--- config.mk ---
export PLATFORM = sky130hd
export DESIGN_NAME = hpgp_itl_byte_framer
export DESIGN_NICKNAME = d
export VERILOG_FILES = /design/src/rtl/hpgp_itl_byte_framer.sv
export SDC_FILE = /design/constraint.sdc
export NUM_CORES = 1
export LEC_CHECK = 0
export BUFFER_PORTS_ARGS = -buffer_cell sky130_fd_sc_hd__buf_2
export CORE_MARGIN = 2
export CORE_UTILIZATION = 30
export DETAILED_ROUTE_END_ITERATION = 6
export MAX_ROUTING_LAYER = met4
export PLACE_DENSITY = 0.56
export SLEW_MARGIN = 10
export SYNTH_ARGS = -nofsm -noshare
export SYNTH_HDL_FRONTEND = slang
export SYNTH_SLANG_ARGS = --single-unit
--- constraint.sdc ---
create_clock -name clk -period 2.5 [get_ports clk]
set_clock_uncertainty 0.1 [all_clocks]
set_input_delay 0.375 -clock clk [delete_from_list [all_inputs] [get_ports clk]]
set_output_delay 0.375 -clock clk [all_outputs]
set_load 0.03 [all_outputs]
--- src/rtl/hpgp_itl_byte_framer.sv ---
// rtl/hpgp_itl_byte_framer.sv - packs 4x2-bit interleaver lanes into bytes, frames per PB size, FIFO-buffers to decoder.
// Optional macro ITL_FRAMER_BITREV_EN reverses lane order for an MSB-first decoder input.
module hpgp_itl_byte_framer #(
  parameter int FIFO_DEPTH = 16,
  parameter int FIFO_AW    = 4
) (
  input  logic       clk,
  input  logic       n_rst,
  input  logic [1:0] pb_size,
  input  logic       start,
  input  logic       in_vld,
  input  logic [1:0] rdata0,
  input  logic [1:0] rdata1,
  input  logic [1:0] rdata2,
  input  logic [1:0] rdata3,
  output logic [7:0] byte_out,
  output logic       byte_vld,
  input  logic       byte_rdy,
  output logic       sop,
  output logic       eop,
  output logic       frame_done,
  output logic       ovf_err,
  output logic       len_err
);

  typedef enum logic [1:0] {
    S_IDLE    = 2'd0,
    S_COLLECT = 2'd1,
    S_DRAIN   = 2'd2
  } state_t;

  localparam logic [FIFO_AW:0] FULL_CNT = FIFO_DEPTH[FIFO_AW:0];

  state_t state, state_nx;

  logic [9:0] beat_cnt, beat_cnt_nx;
  logic [9:0] frame_len, frame_len_nx;
  logic [9:0] new_len;
  logic       ovf_nx, lerr_nx, done_nx;

  logic [9:0]         mem [FIFO_DEPTH];
  logic [9:0]         head;
  logic [FIFO_AW-1:0] rd_ptr, wr_ptr, wr_addr;
  logic [FIFO_AW:0]   fifo_cnt, cnt_base;
  logic               fifo_full, fifo_empty;
  logic               rd_en, rd_eff, wr_en, wr_sop, wr_eop, flush;
  logic               last_beat;
  logic [7:0]         packed_byte;

`ifdef ITL_FRAMER_BITREV_EN
  assign packed_byte = {rdata0, rdata1, rdata2, rdata3};
`else
  assign packed_byte = {rdata3, rdata2, rdata1, rdata0};
`endif

  always_comb begin
    case (pb_size)
      2'd0:    new_len = 10'd16;
      2'd1:    new_len = 10'd136;
      default: new_len = 10'd520;
    endcase
  end

  assign fifo_full  = (fifo_cnt == FULL_CNT);
  assign fifo_empty = (fifo_cnt == '0);
  assign last_beat  = (beat_cnt == frame_len - 10'd1);

  assign head     = mem[rd_ptr];
  assign byte_vld = ~fifo_empty;
  assign byte_out = byte_vld ? head[7:0] : 8'd0;
  assign sop      = byte_vld & head[8];
  assign eop      = byte_vld & head[9];
  assign rd_en    = byte_vld & byte_rdy;

  // start always restarts from an empty FIFO; a beat arriving with it is beat 0
  always_comb begin
    state_nx     = state;
    beat_cnt_nx  = beat_cnt;
    frame_len_nx = frame_len;
    ovf_nx       = ovf_err;
    lerr_nx      = len_err;
    done_nx      = 1'b0;
    flush        = 1'b0;
    wr_en        = 1'b0;
    wr_sop       = 1'b0;
    wr_eop       = 1'b0;
    if (start) begin
      flush       = 1'b1;
      beat_cnt_nx = 10'd0;
      if (pb_size == 2'd3) begin
        lerr_nx  = 1'b1;
        state_nx = S_IDLE;
      end else begin
        frame_len_nx = new_len;
        ovf_nx       = 1'b0;
        lerr_nx      = 1'b0;
        state_nx     = S_COLLECT;
        if (in_vld) begin
          wr_en       = 1'b1;
          wr_sop      = 1'b1;
          beat_cnt_nx = 10'd1;
        end
      end
    end else begin
      case (state)
        S_IDLE: begin
          if (in_vld) lerr_nx = 1'b1;
        end
        S_COLLECT: begin
          if (in_vld) begin
            beat_cnt_nx = beat_cnt + 10'd1;
            wr_sop      = (beat_cnt == 10'd0);
            wr_eop      = last_beat;
            // a read in the same cycle frees the slot the write needs
            if (!fifo_full || rd_en) wr_en = 1'b1;
            else                      ovf_nx = 1'b1;
            if (last_beat) state_nx = S_DRAIN;
          end
        end
        S_DRAIN: begin
          if (in_vld) lerr_nx = 1'b1;
          if (fifo_empty) begin
            done_nx  = 1'b1;
            state_nx = S_IDLE;
          end
        end
        default: state_nx = S_IDLE;
      endcase
    end
  end

  always_ff @(posedge clk or negedge n_rst) begin
    if (!n_rst) begin
      state      <= S_IDLE;
      beat_cnt   <= 10'd0;
      frame_len  <= 10'd16;
      ovf_err    <= 1'b0;
      len_err    <= 1'b0;
      frame_done <= 1'b0;
    end else begin
      state      <= state_nx;
      beat_cnt   <= beat_cnt_nx;
      frame_len  <= frame_len_nx;
      ovf_err    <= ovf_nx;
      len_err    <= lerr_nx;
      frame_done <= done_nx;
    end
  end

  assign wr_addr  = flush ? '0 : wr_ptr;
  assign cnt_base = flush ? '0 : fifo_cnt;
  assign rd_eff   = rd_en & ~flush;

  always_ff @(posedge clk or negedge n_rst) begin
    if (!n_rst) begin
      rd_ptr   <= '0;
      wr_ptr   <= '0;
      fifo_cnt <= '0;
    end else begin
      rd_ptr   <= (flush ? '0 : rd_ptr) + {{(FIFO_AW-1){1'b0}}, rd_eff};
      wr_ptr   <= wr_addr + {{(FIFO_AW-1){1'b0}}, wr_en};
      fifo_cnt <= cnt_base + {{FIFO_AW{1'b0}}, wr_en} - {{FIFO_AW{1'b0}}, rd_eff};
    end
  end

  // storage needs no reset: outputs are masked while the FIFO is empty
  always_ff @(posedge clk) begin
    if (wr_en) mem[wr_addr] <= {wr_eop, wr_sop, packed_byte};
  end

endmodule
==> impl_metrics.env <==
export IMPL_outcome="complete, but fails checks"
export IMPL_failed_checks="DRC, setup timing"
export IMPL_ys_warnings_count=0
export IMPL_p_sw_share_pct=26.9
export IMPL_required_ns=2.03
export IMPL_finalCritPeriodShare_pct=114
export IMPL_p_clk_share_pct=34.3
export IMPL_antenna_found_initial=1
export IMPL_grt_pass1_vias=4465
export IMPL_final_hold_viol_count=0
export IMPL_synth_edff_count=160
export IMPL_cp_start_kind="flip-flop"
export IMPL_ff2ff_setup_slack_ns=0.03
export IMPL_layout_drive_gt1_share_pct=33.3
export IMPL_areaGrowthSynthToFinish_pct=20.6
export IMPL_path_max_fanout=8
export IMPL_worstSetupPathType="reg2out"
export IMPL_num_vias=4229
export IMPL_rows=59
export IMPL_start_util_pct=30.7
export IMPL_p_leak_nw=3.27
export IMPL_worstSkewPairLatency_ns=0.43
export IMPL_fill_cells=2472
export IMPL_cts_made_buffers=17
export IMPL_cts_root_buffer="clkbuf_16"
export IMPL_syn_area_per_cell_um2=17.6
export IMPL_portBuffers=28
export IMPL_clock_sinks=192
export IMPL_core_mm2=0.0261
export IMPL_cts_tree="built"
export IMPL_synth_async_reset_ratio_pct=16.7
export IMPL_syn_area_mm2=0.00801
export IMPL_p_seq_share_pct=48.1
export IMPL_crit_arrival_ns=2.37
export IMPL_cpMaxStageDelayCell="dfrtp_2"
export IMPL_fmax_ghz=0.351
export IMPL_cts_path_max_buffers=2
export IMPL_switchingPower_mw=2.04
export IMPL_netlist_instances=455
export IMPL_slew_headroom_pct=29.9
export IMPL_nNetsFinal=556
export IMPL_drt_pass1_iterations=6
export IMPL_final_common_cell="edfxtp_1"
export IMPL_crit_path_cell_trace="buf_12 -> mux4_2 -> mux2_2 -> o21ai_1 -> a21oi_2 -> buf_6"
export IMPL_synth_top_area_cell="edfxtp_1"
export IMPL_dp_hpwl_mm=10.1
export IMPL_p_int_mw=5.55
export IMPL_worst_slack_ns=-0.350
export IMPL_grt_first_pass_wirelength_mm=25.2
export IMPL_report_final_setup_viol=10
export IMPL_gp_congestion=0.793
export IMPL_routed_wirelength_mm=15.9
export IMPL_critPathMaxStageDelay_ns=0.54
export IMPL_stdcell_area_mm2=0.00966
export IMPL_slew_violations=0
export IMPL_grt_start_max_net_pins=33
export IMPL_cts_clk_slew_worst_paths_ns=0.08
export IMPL_ys_types=50
export IMPL_synth_top_area_share_pct=60.0
export IMPL_r2r_end="fifo_cnt[4]"
export IMPL_ys_ff_latch=192
export IMPL_ant_nets=0
export IMPL_seq_area_frac_synth_pct=70.0
export IMPL_maxCapViolations=0
export IMPL_die_w_um=167
export IMPL_rsz0062_at_grt="yes"
export IMPL_die_area_mm2=0.0280
export IMPL_setup_tns_ns=-3.30
export IMPL_hold_path_end="frame_len[4]"
export IMPL_synthTopCellsByArea="edfxtp_1, mux4_2, dfrtp_1"
export IMPL_worst_pin_slew_ns=1.05
export IMPL_synth_ff_type="edfxtp_1"
export IMPL_wire_per_inst_um=18.1
export IMPL_fin_crit_ns=2.85
export IMPL_overflow=0
export IMPL_drc=2
export IMPL_reg2regPathDepth=11
export IMPL_whs_path_depth=2
export IMPL_layout_common_cells="edfxtp_1, buf_4, mux4_2"
export IMPL_min_path_type="in2reg"
export IMPL_first_iter_violations=285
export IMPL_powerDensity_mw_per_mm2=786
export IMPL_r2r_start="fifo_cnt[1]"
export IMPL_track_usage_pct=12.2
export IMPL_combPwrFrac_pct=17.6
export IMPL_cts_max_level=4
export IMPL_syn_nets=484
export IMPL_vias_per_cell=4.83
export IMPL_holdCritStartpoint="pb_size[0]"
export IMPL_worstSetupEndpointType="output pin"
export IMPL_die_h_um=167
export IMPL_place_area_mm2=0.00886
export IMPL_vdd_drop_max_mv=0.356
export IMPL_ios=29
==> cell families after synthesis <==
logic type	Yosys count	share of synthesized area [%]
XOR/XNOR	17	2.05
AO/OA/AOI/OAI	48	3.65
adder cells (fa/ha/maj)	14	2.28
multiplexers	60	14.0
AND/OR/NAND/NOR	89	5.81
buffers and inverters	35	2.20
flip-flops	192	70.0
==> repair_timing <==
item,4_1_cts,5_1_grt
hold buffers,1,0
cloned,1,1
endpoints found under the setup margin,11,27
setup buffers,3,2
pin swaps,1,3
gates resized for setup,16,19
endpoints found under the hold margin,31,0
==> Yosys cell counts (6+ instances only) <==
cell type  number
nor2_1         27
o21ai_1        12
dfrtp_1        31
nor4_1          6
edfxtp_1      160
ha_1           13
nand2b_1       10
mux2i_1        10
buf_2           8
mux4_2         38
nor2b_1         6
xnor2_1        11
inv_1          13
mux2_2          9
clkbuf_1        8
nand3_1        10
a21oi_1        21
nor3_1          8
nand2_1         8
==> power by group through the flow <==
stage	registers [mW]	clock network (mW)	logic, mW
after floorplan	3.70	0	0.831
after global placement	3.71	0	1.18
after detailed placement	3.72	0	1.21
after CTS	3.65	2.65	1.28
after global routing	3.66	2.78	1.44
final	3.65	2.60	1.33
==> worst max path at each step <==
stage               slack [ns]         from  depth (start not counted)     endpoint
floorplan                -0.07  fifo_cnt[3]                         10  fifo_cnt[4]
global placement          0.03  fifo_cnt[3]                         11  fifo_cnt[4]
detailed placement       -0.06  fifo_cnt[3]                         11  fifo_cnt[4]
CTS                      -0.34    rd_ptr[1]                          6  byte_out[0]
global route             -0.42    rd_ptr[1]                          6  byte_out[7]
finish                   -0.35    rd_ptr[1]                          6  byte_out[4]
==> state kept, by name (all words and copies together), names as in the netlist <==
name        flops
frame_len       4
mem           160
wr_ptr          4
state           2
beat_cnt       10
ovf_err         1
fifo_cnt        5
len_err         1
frame_done      1
rd_ptr          4
==> per-stage QoR <==
stage | power [mW] | hold WS, ns | std cells | util [%] | setup WS (ns)
after floorplan | 4.53 | -0.0206 | 455 | - | -0.0719
after global placement | 4.89 | 0.368 | 835 | 33.9 | 0.0319
after detailed placement | 4.93 | 0.382 | 835 | 33.9 | -0.0571
after CTS | 7.58 | 0.0544 | 872 | 36.5 | -0.337
after global routing | 7.88 | 0.0676 | 876 | 37.0 | -0.419
final | 7.59 | 0.0668 | 876 | 37.0 | -0.350
==> layer usage <==
layer  share of wire [%]  vias to the layer above  global-route usage, %
li1                    -                     1942                      -
met5                   0                        -                      -
met1                  46                     2208                   15.4
met2                  50                       66                   20.2
met4                0.79                        0                   2.72
met3                 3.6                       13                   2.84
==> worst max-delay path: cells and delay by family (launching register included) <==
kind | cells | cell delay (ns)
DFF | 1 | 0.54
AOI/OAI and AO/OA | 2 | 0.25
buffers and inverters | 2 | 0.39
muxes | 2 | 0.76
==> final cells by class <==
| cell class | count | area, µm² | area share [%] |
|---|---|---|---|
| clock buffer | 19 | 433 | 4.48 |
| clock inverter | 13 | 143 | 1.48 |
| inverter | 14 | 52.6 | 0.544 |
| sequential | 192 | 5610 | 58.1 |
| tap | 335 | 419 | 4.34 |
| antenna | 1 | 2.50 | 0.0259 |
| timing repair buffer | 74 | 648 | 6.71 |
| multi-input combinational | 228 | 2350 | 24.4 |
(Power assumes the default switching activity.)
